**src/rtl/mealy_seq_detector.sv**
```systemverilog
// rtl/mealy_seq_detector.sv - Mealy serial pattern detector with saturating match counter
module mealy_seq_detector #(
    parameter int           N       = 4,
    parameter logic [N-1:0] PATTERN = 4'b1011,
    parameter int           OVERLAP = 1,
    parameter int           CNT_W   = 8
) (
    input  logic                 clk,
    input  logic                 reset,
    input  logic                 en,
    input  logic                 a,
    input  logic                 clear,
    output logic                 y,
    output logic [$clog2(N)-1:0] prefix,
    output logic [CNT_W-1:0]     count,
    output logic                 sat
);

    localparam int PW    = $clog2(N);
    localparam int DEPTH = 1 << PW;
    localparam logic [PW-1:0]    LAST    = PW'(N - 1);
    localparam logic [CNT_W-1:0] CNT_MAX = '1;

    // Longest pattern prefix (capped at N-1) that ends the stream "prefix of
    // length s, then bit b". On a completed match this yields the longest
    // proper border, which is exactly the overlapping restart point.
    function automatic int prefix_after(input int s, input logic b);
        int   best;
        int   idx;
        logic ok;
        logic tb;
        best = 0;
        if (s < N) begin
            for (int k = 1; k <= N - 1; k++) begin
                if (k <= s + 1) begin
                    ok = 1'b1;
                    for (int j = 0; j < k; j++) begin
                        idx = s + 1 - k + j;
                        tb  = (idx == s) ? b : PATTERN[N-1-idx];
                        if (PATTERN[N-1-j] != tb) ok = 1'b0;
                    end
                    if (ok) best = k;
                end
            end
        end
        return best;
    endfunction

    // Transition tables fixed at elaboration; unreachable rows (s >= N) go to 0.
    logic [PW-1:0] nxt0 [DEPTH];
    logic [PW-1:0] nxt1 [DEPTH];

    for (genvar g = 0; g < DEPTH; g++) begin : g_tbl
        localparam int NX0 = prefix_after(g, 1'b0);
        localparam int NX1 = prefix_after(g, 1'b1);
        assign nxt0[g] = PW'(NX0);
        assign nxt1[g] = PW'(NX1);
    end

    logic [PW-1:0]    state;
    logic [PW-1:0]    state_nxt;
    logic [PW-1:0]    fwd;
    logic             hit;
    logic [CNT_W-1:0] count_nxt;

    // Match flag and next prefix length; a completed match restarts at the
    // border (overlapping) or at zero (non-overlapping).
    always_comb begin
        fwd       = a ? nxt1[state] : nxt0[state];
        hit       = (state == LAST) && (a == PATTERN[0]);
        y         = en && !reset && hit;
        state_nxt = state;
        if (en) begin
            if (hit && (OVERLAP == 0)) state_nxt = '0;
            else                       state_nxt = fwd;
        end
    end

    // Saturating counter update; clear wins over increment but still counts a same-cycle match.
    always_comb begin
        count_nxt = count;
        if (clear)                        count_nxt = y ? CNT_W'(1) : '0;
        else if (y && count != CNT_MAX)   count_nxt = count + CNT_W'(1);
    end

    // Prefix-length register.
    always_ff @(posedge clk) begin
        if (reset) state <= '0;
        else       state <= state_nxt;
    end

    // Match counter and its registered saturation flag.
    always_ff @(posedge clk) begin
        if (reset) begin
            count <= '0;
            sat   <= 1'b0;
        end else begin
            count <= count_nxt;
            sat   <= (count_nxt == CNT_MAX);
        end
    end

    assign prefix = state;

endmodule

```
**config.mk**
```make
export PLATFORM = sky130hd
export DESIGN_NAME = mealy_seq_detector
export DESIGN_NICKNAME = d
export VERILOG_FILES = /design/src/rtl/mealy_seq_detector.sv
export SDC_FILE = /design/constraint.sdc
export NUM_CORES = 1
export LEC_CHECK = 0
export ABC_CLOCK_PERIOD_IN_PS = 2300
export BUFFER_PORTS_ARGS = -buffer_cell sky130_fd_sc_hd__buf_2
export CAP_MARGIN = 25
export CORE_MARGIN = 5
export CORE_UTILIZATION = 40
export DETAILED_ROUTE_END_ITERATION = 16
export GPL_TIMING_DRIVEN = 0
export SYNTH_ARGS = -nofsm -noshare
export SYNTH_HDL_FRONTEND = slang
export SYNTH_SLANG_ARGS = --single-unit
```
**constraint.sdc**
```tcl
create_clock -name clk -period 2.3 [get_ports clk]
set_input_delay 0 -clock clk [delete_from_list [all_inputs] [get_ports clk]]
set_output_delay 0 -clock clk [all_outputs]
set_load 0.02 [all_outputs]
```
**After elaboration in Yosys (flattened, before gate mapping)**

Cells that the tools add are included.
W data, S select, Z words.

- Flip-flop bits (word level): 11
- Bits of input ports: 5
- Output and inout port bits: 12
- Logic and storage cells: 24

- Add/subtract/negate cells: 1
- Order comparisons: 1
- Equality and inequality tests: 3
- Multiplexer cells: 10
- Bitwise logic cells: 1
- Reductions and logical operators: 5

Operator list:

| kind | count |
|---|---|
| $mux W8 | 2 |
| $mux W2 | 5 |
| $add A8 B1 Y8 const B | 1 |
| $bmux W2 S2 | 2 |
| $eq A8 B8 Y1 const B | 1 |
| $ne A8 B8 Y1 const B | 1 |
| $logic_and A1 B1 Y1 | 4 |
| $ge A3 B3 Y1 const B | 1 |
| $not A2 Y3 | 1 |
| $eq A2 B2 Y1 const B | 1 |
| $logic_not A1 Y1 | 1 |
| $mux W1 | 1 |

**Longest topological paths before layout**

Gate-level depths: netlist of run 1.

- Depth in word-level cells: 7
- Mapped depth: 5
- Mapped depth without buffers: 5

**Worst setup path after synthesis of run 1**

Ideal clock, no wire load.

- Kind: register to register
- Start point: reg count[0]
- End point: reg sat
- Library setup time: 103 ps
- Data arrival time: 1650 ps
- Required time: 2197 ps
- Slack: 547 ps
- Cell stages (with the launch flop): 6
- Buffers on the path: 0
- Clock period less this slack: 1753 ps
- Cell sequence: dfxtp_1 > ha_1 > nand4_1 > o211ai_4 > nand3_1 > a2111oi_2

- Word-level cells in the longest chain between the ends: 5
- Elaborated cells between the ends (all ways): 6
- Those cells by class: add/sub (1); eq/ne (2); mux (2); reduce/logical (1)

Ends and longest elaborated chain:

| item | RTL line | source |
|---|---|---|
| start, declared | 15 | `output logic [CNT_W-1:0] count,` |
| start signal, assigned | 98 | `count <= count_nxt;` |
| branches (longest 2 deep; another with $add A8 B1 Y8) | n/a |  |
| $mux W8 * | 83 | `else if (y && count != CNT_MAX) count_nxt = count + CNT_W'(1);` |
| $mux W8 * | 82 | `if (clear) count_nxt = y ? CNT_W'(1) : '0;` |
| $eq A8 B8 Y1 * | 99 | `sat <= (count_nxt == CNT_MAX);` |
| end signal, assigned | 99 |  |
| end, declared | 16 | `output logic sat` |

Mark *: on every way between the ends.
A chain may end at the register's enable or synchronous reset.

**Final worst setup path of run 1**

Same ends and word-level chain as after synthesis.

==> flow_summary.json, run 1 <==
{
  "instances_no_fill": 106,
  "antenna_found_initial": 0,
  "min_path_type": "input pin to flip-flop",
  "via_per_inst": 5.86,
  "synth.largest_area_cell": "dfxtp_1",
  "power_switching_share_pct": 24.2,
  "synth_xor_xnor_area_share_pct": 0,
  "slew_violations": 0,
  "finalSetupViolCount": 0,
  "grt_max_degree": 9,
  "layout-drive-gt1-share_pct": 30.0,
  "cp.required_ns": 2.46,
  "synth-edff-count": 0,
  "clk_pin_slew_worst_paths_ns": 0.07,
  "leakage_nw": 0.292,
  "synthAdderAreaFrac_pct": 2.03,
  "yosysUniqueCellTypes": 34,
  "start_util_pct": 41.3,
  "die_y_microns": 49.2,
  "hold_viol_final": 0,
  "placed_cell_area_sq_um": 716,
  "final_cell_mix": "16 x buf_2, 11 x dfxtp_1, 7 x nor2_1",
  "n_antenna_cell": 0,
  "cts_root_buf": "clkbuf_4",
  "muxShareOfSynthArea_pct": 4.88,
  "grt_first_pass_wirelength_microns": 2640,
  "yosys.area_share.simple_pct": 33.1,
  "synthCells": 69,
  "vias": 621,
  "peakVddDrop_mv": 0.266,
  "status": "finished, final reports clean",
  "pwr-share-clk_pct": 38.7,
  "synth.cell_area_sq_um": 616,
  "place.gp.congestion": 0.830,
  "ioPinCount": 17,
  "cts.sinks": 11,
  "routedWlPerCell_microns": 13.7,
  "worstMarginPinSlew_ns": 0.376,
  "ctsResizeCount": 0,
  "fin_crit_ns": 1.86,
  "rsz0062_at_grt": "no",
  "synth.avg_cell_area_sq_um": 8.92,
  "maxCapViolations": 0,
  "dp.cells": 101,
  "fin_area_sq_um": 752,
  "ys_top_cells_by_area": "dfxtp_1 36%, mux2i_1 4.9%, nor2_1 4.3%",
  "cp_max_fo": 7,
  "yosysSeqAreaShare_pct": 35.8,
  "synth_compound_area_share_pct": 22.4,
  "grt.total_usage_pct": 13.5,
  "grt_pass1_vias": 573,
  "rows": 14,
  "dp.final_hpwl_microns": 1080,
  "finClkSkew_ns": 0.00102,
  "drt-initial-drc-count": 18,
  "pwr-share-seq_pct": 54.7,
  "p_per_area_mw_per_mm2": 471,
  "arrival_ns": 2.02,
  "coreArea_sq_mm": 0.00149,
  "finalSetupTns_ns": 0,
  "multi_input_area_sq_um": 384,
  "start_kind": "flip-flop",
  "p_switching_w": 0.0000855,
  "final_common_cell": "buf_2",
  "path_class": "flip-flop to flip-flop",
  "end_kind": "flip-flop",
  "wirelength_microns": 1450,
  "areaGrowthSynthToFinish_pct": 22.2,
  "fmax_mhz": 539,
  "cts_tree": "done",
  "drc": 0,
  "max_slew_margin_pct": 74.7,
  "portBuffers": 16,
  "synth_seq_cells": 11,
  "final.setup.worst_slack_ns": 0.443,
  "final_nets": 97,
  "clk_path_buf_depth": 2,
  "seqCellArea_sq_um": 220,
  "clk_latency_ns": 0.27,
  "fin_crit_sh_pct": 80.7,
  "p_int_w": 0.000268,
  "yosysWarnings": 0,
  "die_area_sq_mm": 0.00242,
  "overflow": 0,
  "die_x_microns": 49.2,
  "fill_cells": 145,
  "detail-route-antenna-nets": 0,
  "netlist.area_leader.share_pct": 35.8,
  "cts-buffers-inserted": 3,
  "synthFlopType": "dfxtp_1",
  "comb_power_share_pct": 6.5,
  "synthArstFlopShare_pct": 0,
  "synth_top_family_by_area": "simple AND/OR/NAND/NOR gates",
  "h-tree-depth": 1,
  "dp_slack_ns": 0.488,
  "syn_nets": 75,
  "dr.pass1.iters": 4
}
==> layout make-up <==
class | instances | area share [%]
well taps | 16 | 2.66
repair buffers | 17 | 12.0
multi-input cells | 55 | 51.1
flip-flops and latches | 11 | 29.3
clock buffers | 4 | 3.49
inverters | 3 | 1.50
==> per-layer routing <==
metal / up-vias / GRT usage, % / share of wire, %
li1: 313 / - / -
met1: 288 / 18.8 / 49
met2: 15 / 19.3 / 44
met3: 5 / 3.67 / 4.1
met4: 0 / 5.38 / 2.5
met5: - / 0 / 0
==> per-stage QoR <==
step                power (W)  hold slack, ns  utilization (%)
finish               0.000354          0.0231             50.5
floorplan            0.000209          0.0691                -
detailed placement   0.000220           0.262             48.1
CTS                  0.000357          0.0231             50.5
global route         0.000373          0.0613             50.5
global placement     0.000220           0.259             48.1
==> cells in the mapped netlist, drive strengths merged, types with 2 or more instances <==
| cell | count |
|---|---|
| dfxtp | 11 |
| nor2 | 7 |
| nand3 | 6 |
| o21ai | 5 |
| a21oi | 4 |
| inv | 3 |
| mux2i | 3 |
| nand2 | 3 |
| and3 | 2 |
| nand4 | 2 |
| nor3 | 2 |
| nor4 | 2 |
==> state kept, by name, indices dropped and copies added (netlist names) <==
signal and count:
prefix 2, count 8, sat 1
==> path summary, 6_finish.rpt <==
kind | slack, ns | startpoint | endpoint | depth (start not counted)
hold / removal | 0.02 | a | prefix[0] | 3
setup reg to reg | 0.44 | count[0] | sat | 5
setup / recovery | 0.44 | count[0] | sat | 5
hold reg to reg | 0.56 | count[1] | sat | 2
==> critical path, stage by stage, from the launching register on <==
cell,delay (ns)
dfxtp_1,0.43
ha_1,0.28
nand4_1,0.23
o211ai_4,0.29
nand3_1,0.12
a2111oi_2,0.39
==> cell families after synthesis <==
| kind of cell | after synthesis |
|---|---|
| and+or+nand+nor | 33 |
| AOI/OAI and AO/OA | 18 |
| DFF | 11 |
| buffers and inverters | 3 |
| muxes | 3 |
| adders and majority gates | 1 |
==> what timing repair did <==
action / CTS / global route
buffers inserted: 0 / 0
hold endpoints to repair: 3 / 0
hold buffers: 1 / 0
==> power groups by stage <==
stage          combinational [W]  sequential (W)  clock, W
2_1_floorplan         0.00000971        0.000200         0
3_3_place_gp           0.0000214        0.000198         0
3_5_place_dp           0.0000216        0.000198         0
4_1_cts                0.0000231        0.000194  0.000140
5_1_grt                0.0000262        0.000194  0.000153
6_report               0.0000231        0.000194  0.000137
Note: power is estimated with default switching activity, not from simulation.
==> run 2, diff against run 1 <==
--- a/config.mk
+++ b/config.mk
@@ -5,13 +5,15 @@
 export SDC_FILE = /design/constraint.sdc
 export NUM_CORES = 1
 export LEC_CHECK = 0
-export ABC_CLOCK_PERIOD_IN_PS = 2300
+export ABC_AREA = 1
+export ABC_CLOCK_PERIOD_IN_PS = 1550
 export BUFFER_PORTS_ARGS = -buffer_cell sky130_fd_sc_hd__buf_2
 export CAP_MARGIN = 25
 export CORE_MARGIN = 5
 export CORE_UTILIZATION = 40
 export DETAILED_ROUTE_END_ITERATION = 16
 export GPL_TIMING_DRIVEN = 0
+export PLACE_DENSITY = 0.66
 export SYNTH_ARGS = -nofsm -noshare
 export SYNTH_HDL_FRONTEND = slang
 export SYNTH_SLANG_ARGS = --single-unit
==> constraint.sdc (replaced) <==
create_clock -name clk -period 1.55 [get_ports clk]
set_input_delay 0 -clock clk [delete_from_list [all_inputs] [get_ports clk]]
set_output_delay 0 -clock clk [all_outputs]
set_load 0.02 [all_outputs]
==> run 2 against run 1 <==
  * Sequential cell count is the same
  * Setup slack got worse by 0.36 ns
  * Critical path depth up 6
  * Combinational power is 58% higher
  * Synthesized cell count is 48% higher
  * Highest routed layer unchanged
  * Non-clock buffer count increased by 6
==> flow_summary.json, run 2 <==
{
  "status": "finished, final reports clean",
  "grt.busiest_layer": "met2",
  "finalSetupTns_ns": 0,
  "cp.required_ns": 1.76,
  "cts.sinks": 11,
  "grt_max_degree": 11,
  "use_met2_pct": 18.6,
  "clk_pin_slew_worst_paths_ns": 0.07,
  "met1_usage_pct": 17.9,
  "cts_tree": "done",
  "peakVddDrop_mv": 0.409,
  "antenna_found_initial": 0,
  "p_per_area_mw_per_mm2": 580,
  "via_per_inst": 5.17,
  "largest_register_ffs": 8,
  "power_switching_share_pct": 23.4,
  "drc": 0,
  "cts_root_buf": "clkbuf_4",
  "end_kind": "flip-flop",
  "netlist.area_leader.share_pct": 33.4,
  "dr.pass1.iters": 5,
  "clk_latency_ns": 0.27,
  "synthArstFlopShare_pct": 0,
  "slowest_delay_ns": 0.55,
  "die_y_microns": 50.6,
  "wirelength_microns": 1750,
  "leakage_nw": 0.412,
  "vias": 749,
  "cp_top_family": "buffers and inverters",
  "synthTopCellsByCount": "27 x nand2_1, 15 x nor2_1, 13 x nand3_1",
  "final_common_cell": "nand2_1",
  "p_int_w": 0.000395,
  "grt_pass1_vias": 613,
  "cts-buffers-inserted": 3,
  "final_cell_mix": "27 x nand2_1, 15 x buf_2, 14 x nor2_1",
  "path_class": "input pin to flip-flop",
  "dp_slack_ns": 0.0319,
  "arrival_ns": 1.67,
  "dp.final_hpwl_microns": 1160,
  "fin_crit_sh_pct": 94.6,
  "die_area_sq_mm": 0.00256,
  "final.setup.worst_slack_ns": 0.0832,
  "p_switching_w": 0.000121,
  "critPathSlowestCell": "dlygate4sd3_1",
  "coreArea_sq_mm": 0.00154,
  "grt_first_pass_wirelength_microns": 2660,
  "max_slew_margin_pct": 81.6,
  "yosysSeqAreaShare_pct": 33.4,
  "n_antenna_cell": 0,
  "regMostFlops": "count",
  "die_x_microns": 50.6,
  "met3_usage_pct": 2.37,
  "hold_viol_final": 0,
  "layout-drive-gt1-share_pct": 33.3,
  "syn_nets": 108,
  "ioPinCount": 17,
  "synth_most_common_cell": "nand2_1",
  "place.gp.congestion": 0.850,
  "drt-initial-drc-count": 28,
  "finalSetupViolCount": 0,
  "grt.total_usage_pct": 13.1,
  "fin_crit_ns": 1.47,
  "synthFlopType": "dfxtp_1",
  "routedWlPerCell_microns": 12.1,
  "synth.cell_area_sq_um": 659,
  "slew_violations": 0,
  "fmax_mhz": 682,
  "worstMarginPinSlew_ns": 0.275,
  "detail-route-antenna-nets": 0,
  "finClkSkew_ns": 0.00444,
  "cp_max_fo": 6,
  "yosysWarnings": 0,
  "rows": 14,
  "pwr-share-seq_pct": 55.3,
  "clk_path_buf_depth": 2,
  "synth.largest_area_cell": "dfxtp_1",
  "synthCells": 102,
  "crit_buf_inv": 3,
  "start_util_pct": 42.8,
  "overflow": 0,
  "min_path_type": "input pin to flip-flop",
  "comb_power_share_pct": 7.1,
  "synth.avg_cell_area_sq_um": 6.46,
  "pwr-share-clk_pct": 37.6,
  "crit_path_cell_trace": "dlygate4sd3_1, buf_2, nand3_2, nor2_4, buf_6, nand3_1, nand2_1, nand3_1, nor2_2, nand2_1, nor2_2",
  "yosysUniqueCellTypes": 17,
  "maxCapViolations": 0,
  "synth_seq_cells": 11,
  "portBuffers": 16,
  "start_kind": "input pin",
  "h-tree-depth": 1,
  "ys_top_cells_by_area": "dfxtp_1 33%, nand2_1 15%, nand3_1 9.9%",
  "synth-edff-count": 0,
  "areaGrowthSynthToFinish_pct": 34.9,
  "report.power.total_w": 0.000516,
  "final_nets": 136
}
## run 2: worst register-to-register path, delay by kind of cell, from the launching register on
family                 cells  cell delay (ns)
and+or+nand+nor            8             0.85
DFF                        1             0.39
buffers and inverters      1             0.15
## run 2: path summary, 6_finish.rpt
kind                   from  slack [ns]         to  cells after the start
setup / recovery          a        0.08        sat                     11
hold / removal        clear        0.02   count[1]                      4
setup reg to reg  prefix[0]        0.10        sat                      9
hold reg to reg   prefix[1]        0.50  prefix[1]                      2
## run 2: kinds of logic after synthesis
kind of cell | Yosys count | share of synthesized area [%]
flops | 11 | 33.4
buf+inv | 14 | 9.11
compound gates | 6 | 4.93
simple gates | 69 | 49.3
xor+xnor | 1 | 1.33
fa+ha+maj | 1 | 1.90
## run 2: layout make-up
class / count / area, sq um
plain buffers: 1 / 11.3
flip-flops and latches: 11 / 230
inverters: 13 / 48.8
fillers: 168 / 652
clock buffers: 4 / 26.3
repair buffers: 22 / 133
multi-input cells: 78 / 420
well taps: 16 / 20.0
## run 2: routing by layer
layer / routed length, microns / part of all wire [%]
met4: 36 / 2.1
met1: 796 / 46
met5: 0 / 0
met3: 101 / 5.8
met2: 813 / 47
## run 2: timing repair
| action | in CTS | in global routing |
|---|---|---|
| buffers inserted | 0 | 4 |
| resized for setup | 0 | 12 |
| hold buffers | 2 | 0 |
| setup endpoints to repair | 0 | 1 |
| hold endpoints to repair | 5 | 0 |
## run 2: power by group through the flow
| stage | clock network [W] | logic [W] | registers (W) |
|---|---|---|---|
| 6_report | 0.000194 | 0.0000365 | 0.000285 |
| 3_5_place_dp | 0 | 0.0000320 | 0.000295 |
| 5_1_grt | 0.000214 | 0.0000405 | 0.000286 |
| 3_3_place_gp | 0 | 0.0000310 | 0.000295 |
| 4_1_cts | 0.000199 | 0.0000362 | 0.000288 |
| 2_1_floorplan | 0 | 0.0000128 | 0.000298 |
## run 2: through the flow
stage	utilization [%]	instances	hold slack [ns]	area [sq um]
CTS	52.4	140	0.00722	808
detailed placement	49.4	134	0.259	762
floorplan	-	102	0.0617	662
global route	57.7	145	0.0331	890
finish	57.7	145	0.0171	890
global placement	49.4	134	0.260	762
==> run 3, diff against run 2 <==
--- a/config.mk
+++ b/config.mk
@@ -6,14 +6,13 @@
 export NUM_CORES = 1
 export LEC_CHECK = 0
 export ABC_AREA = 1
-export ABC_CLOCK_PERIOD_IN_PS = 1550
+export ABC_CLOCK_PERIOD_IN_PS = 1600
 export BUFFER_PORTS_ARGS = -buffer_cell sky130_fd_sc_hd__buf_2
 export CAP_MARGIN = 25
 export CORE_MARGIN = 5
 export CORE_UTILIZATION = 40
 export DETAILED_ROUTE_END_ITERATION = 16
 export GPL_TIMING_DRIVEN = 0
-export PLACE_DENSITY = 0.66
 export SYNTH_ARGS = -nofsm -noshare
 export SYNTH_HDL_FRONTEND = slang
 export SYNTH_SLANG_ARGS = --single-unit
==> constraint.sdc (replaced) <==
create_clock -name clk -period 1.6 [get_ports clk]
set_input_delay 0 -clock clk [delete_from_list [all_inputs] [get_ports clk]]
set_output_delay 0 -clock clk [all_outputs]
set_load 0.02 [all_outputs]
==> run 3 against run 2 <==
  * Register-to-register slack is essentially flat
  * Sequential cell count did not move
  * Combinational power decreased by 2%
  * First-iteration DRC count shrank 21%
  * Largest power group unchanged
==> flow_summary.json, run 3 (synthesis results as in run 2) <==
{
  "status": "finished, final reports clean",
  "max_slew_margin_pct": 83.9,
  "detail-route-antenna-nets": 0,
  "start_util_pct": 42.8,
  "whs_ns": 0.00771,
  "utilization_pct": 56.6,
  "cts_tree": "done",
  "critPathSlowestCell": "dfxtp_4",
  "grt_max_degree": 11,
  "vias": 715,
  "dp.final_hpwl_microns": 1160,
  "final.setup.worst_slack_ns": 0.115,
  "cts.sinks": 11,
  "p_per_area_mw_per_mm2": 577,
  "die_y_microns": 50.6,
  "start_kind": "flip-flop",
  "fill_cells": 165,
  "p_switching_w": 0.000119,
  "clk_pin_slew_worst_paths_ns": 0.07,
  "die_x_microns": 50.6,
  "report.power.total_w": 0.000503,
  "regMostFlops": "count",
  "wirelength_microns": 1550,
  "place.gp.congestion": 0.801,
  "coreArea_sq_mm": 0.00154,
  "cts-buffers-inserted": 3,
  "cp_top_family": "simple AND/OR/NAND/NOR gates",
  "grt.total_usage_pct": 12.3,
  "p_int_w": 0.000385,
  "fmax_mhz": 673,
  "fin_crit_sh_pct": 92.8,
  "comb_power_share_pct": 7.1,
  "ioPinCount": 17,
  "overflow": 0,
  "maxUsedRoutingLayer": "met4",
  "pwr-share-seq_pct": 54.8,
  "areaGrowthSynthToFinish_pct": 32.3,
  "die_area_sq_mm": 0.00256,
  "met3_length_microns": 78,
  "wl_met1_microns": 735,
  "drt-initial-drc-count": 22,
  "path_class": "flip-flop to flip-flop",
  "finClkSkew_ns": 0.00279,
  "met2WireLength_microns": 700,
  "cp.required_ns": 1.77,
  "n_antenna_cell": 0,
  "dp_slack_ns": -0.0301,
  "crit_buf_inv": 2,
  "final_cell_mix": "27 x nand2_1, 16 x buf_2, 15 x nor2_1",
  "hold_viol_final": 0,
  "grt_first_pass_wirelength_microns": 2500,
  "peakVddDrop_mv": 0.592,
  "r2r_setup_slack_ns": 0.11,
  "r2r-start": "count[0]",
  "worstMarginPinSlew_ns": 0.242,
  "drc": 0,
  "critPathMostFrequentCell": "nand2_1",
  "crit_path_cell_trace": "ha_4, nand2_2, nor2_4, nand2_4, buf_4, nand3_1, nand2_1, inv_1, nor2_1, nand2_1, nor2_2",
  "portBuffers": 16,
  "clk_latency_ns": 0.27,
  "power_switching_share_pct": 23.6,
  "pwr-share-clk_pct": 38.1,
  "layout-drive-gt1-share_pct": 29.5,
  "slew_violations": 0,
  "via_per_inst": 4.93,
  "antenna_found_initial": 0,
  "slowest_delay_ns": 0.38,
  "arrival_ns": 1.65,
  "routedWlPerCell_microns": 10.7,
  "rows": 14,
  "maxCapViolations": 0,
  "largest_register_ffs": 8,
  "hp-start": "clear",
  "dr.pass1.iters": 4,
  "grt_pass1_vias": 602,
  "cts_root_buf": "clkbuf_4",
  "clk_path_buf_depth": 2,
  "h-tree-depth": 1,
  "cp-startpoint": "count[0]",
  "min_path_type": "input pin to flip-flop",
  "final_nets": 136,
  "final_common_cell": "nand2_1",
  "fin_crit_ns": 1.49,
  "cp_max_fo": 8,
  "leakage_nw": 0.410,
  "finalSetupViolCount": 0,
  "end_kind": "flip-flop"
}
run 3: per-stage QoR:
stage	instances	cell area [sq um]	setup TNS [ns]
2_1_floorplan	102	659	0
3_3_place_gp	134	759	-0.0324
3_5_place_dp	134	759	-0.0301
4_1_cts	141	821	0
5_1_grt	145	872	-0.00189
6_report	145	872	0
run 3: cell type report:
class	count	area, sq um	area share, %
well taps	16	20.0	2.30
multi-input cells	77	397	45.5
plain buffers	1	11.3	1.29
flip-flops and latches	11	229	26.3
repair buffers	23	140	16.1
inverters	13	48.8	5.60
clock buffers	4	26.3	3.01
run 3: power groups by stage:
stage	clock, W	combinational (W)	sequential (W)
floorplan	0	0.0000124	0.000289
global placement	0	0.0000299	0.000285
detailed placement	0	0.0000305	0.000286
CTS	0.000198	0.0000361	0.000279
global route	0.000205	0.0000398	0.000276
finish	0.000192	0.0000359	0.000276
run 3: final timing paths:
check,end,depth (start not counted)
worst min-delay path,count[1],4
worst min register to register,prefix[1],2
worst max register to register,sat,11
worst max-delay path,sat,11
run 3: layer usage:
| metal | GRT usage (%) | up-vias |
|---|---|---|
| met5 | 0 | - |
| li1 | - | 380 |
| met3 | 1.78 | 4 |
| met1 | 16.2 | 313 |
| met4 | 7.66 | 0 |
| met2 | 18.6 | 18 |
run 3: tightest hold or removal path, cell delays in order:
cell and delay [ns]:
buf_2 0.09, nor2_1 0.05, nand2_1 0.07, nor2_2 0.04
run 3: timing repair:
| item | 4_1_cts | 5_1_grt |
|---|---|---|
| pin swaps | 0 | 2 |
| cloned | 0 | 0 |
| resized for setup | 3 | 5 |
| endpoints found under the hold margin | 6 | 0 |
| setup buffers | 0 | 4 |
| hold buffers | 3 | 0 |
| endpoints found under the setup margin | 1 | 1 |
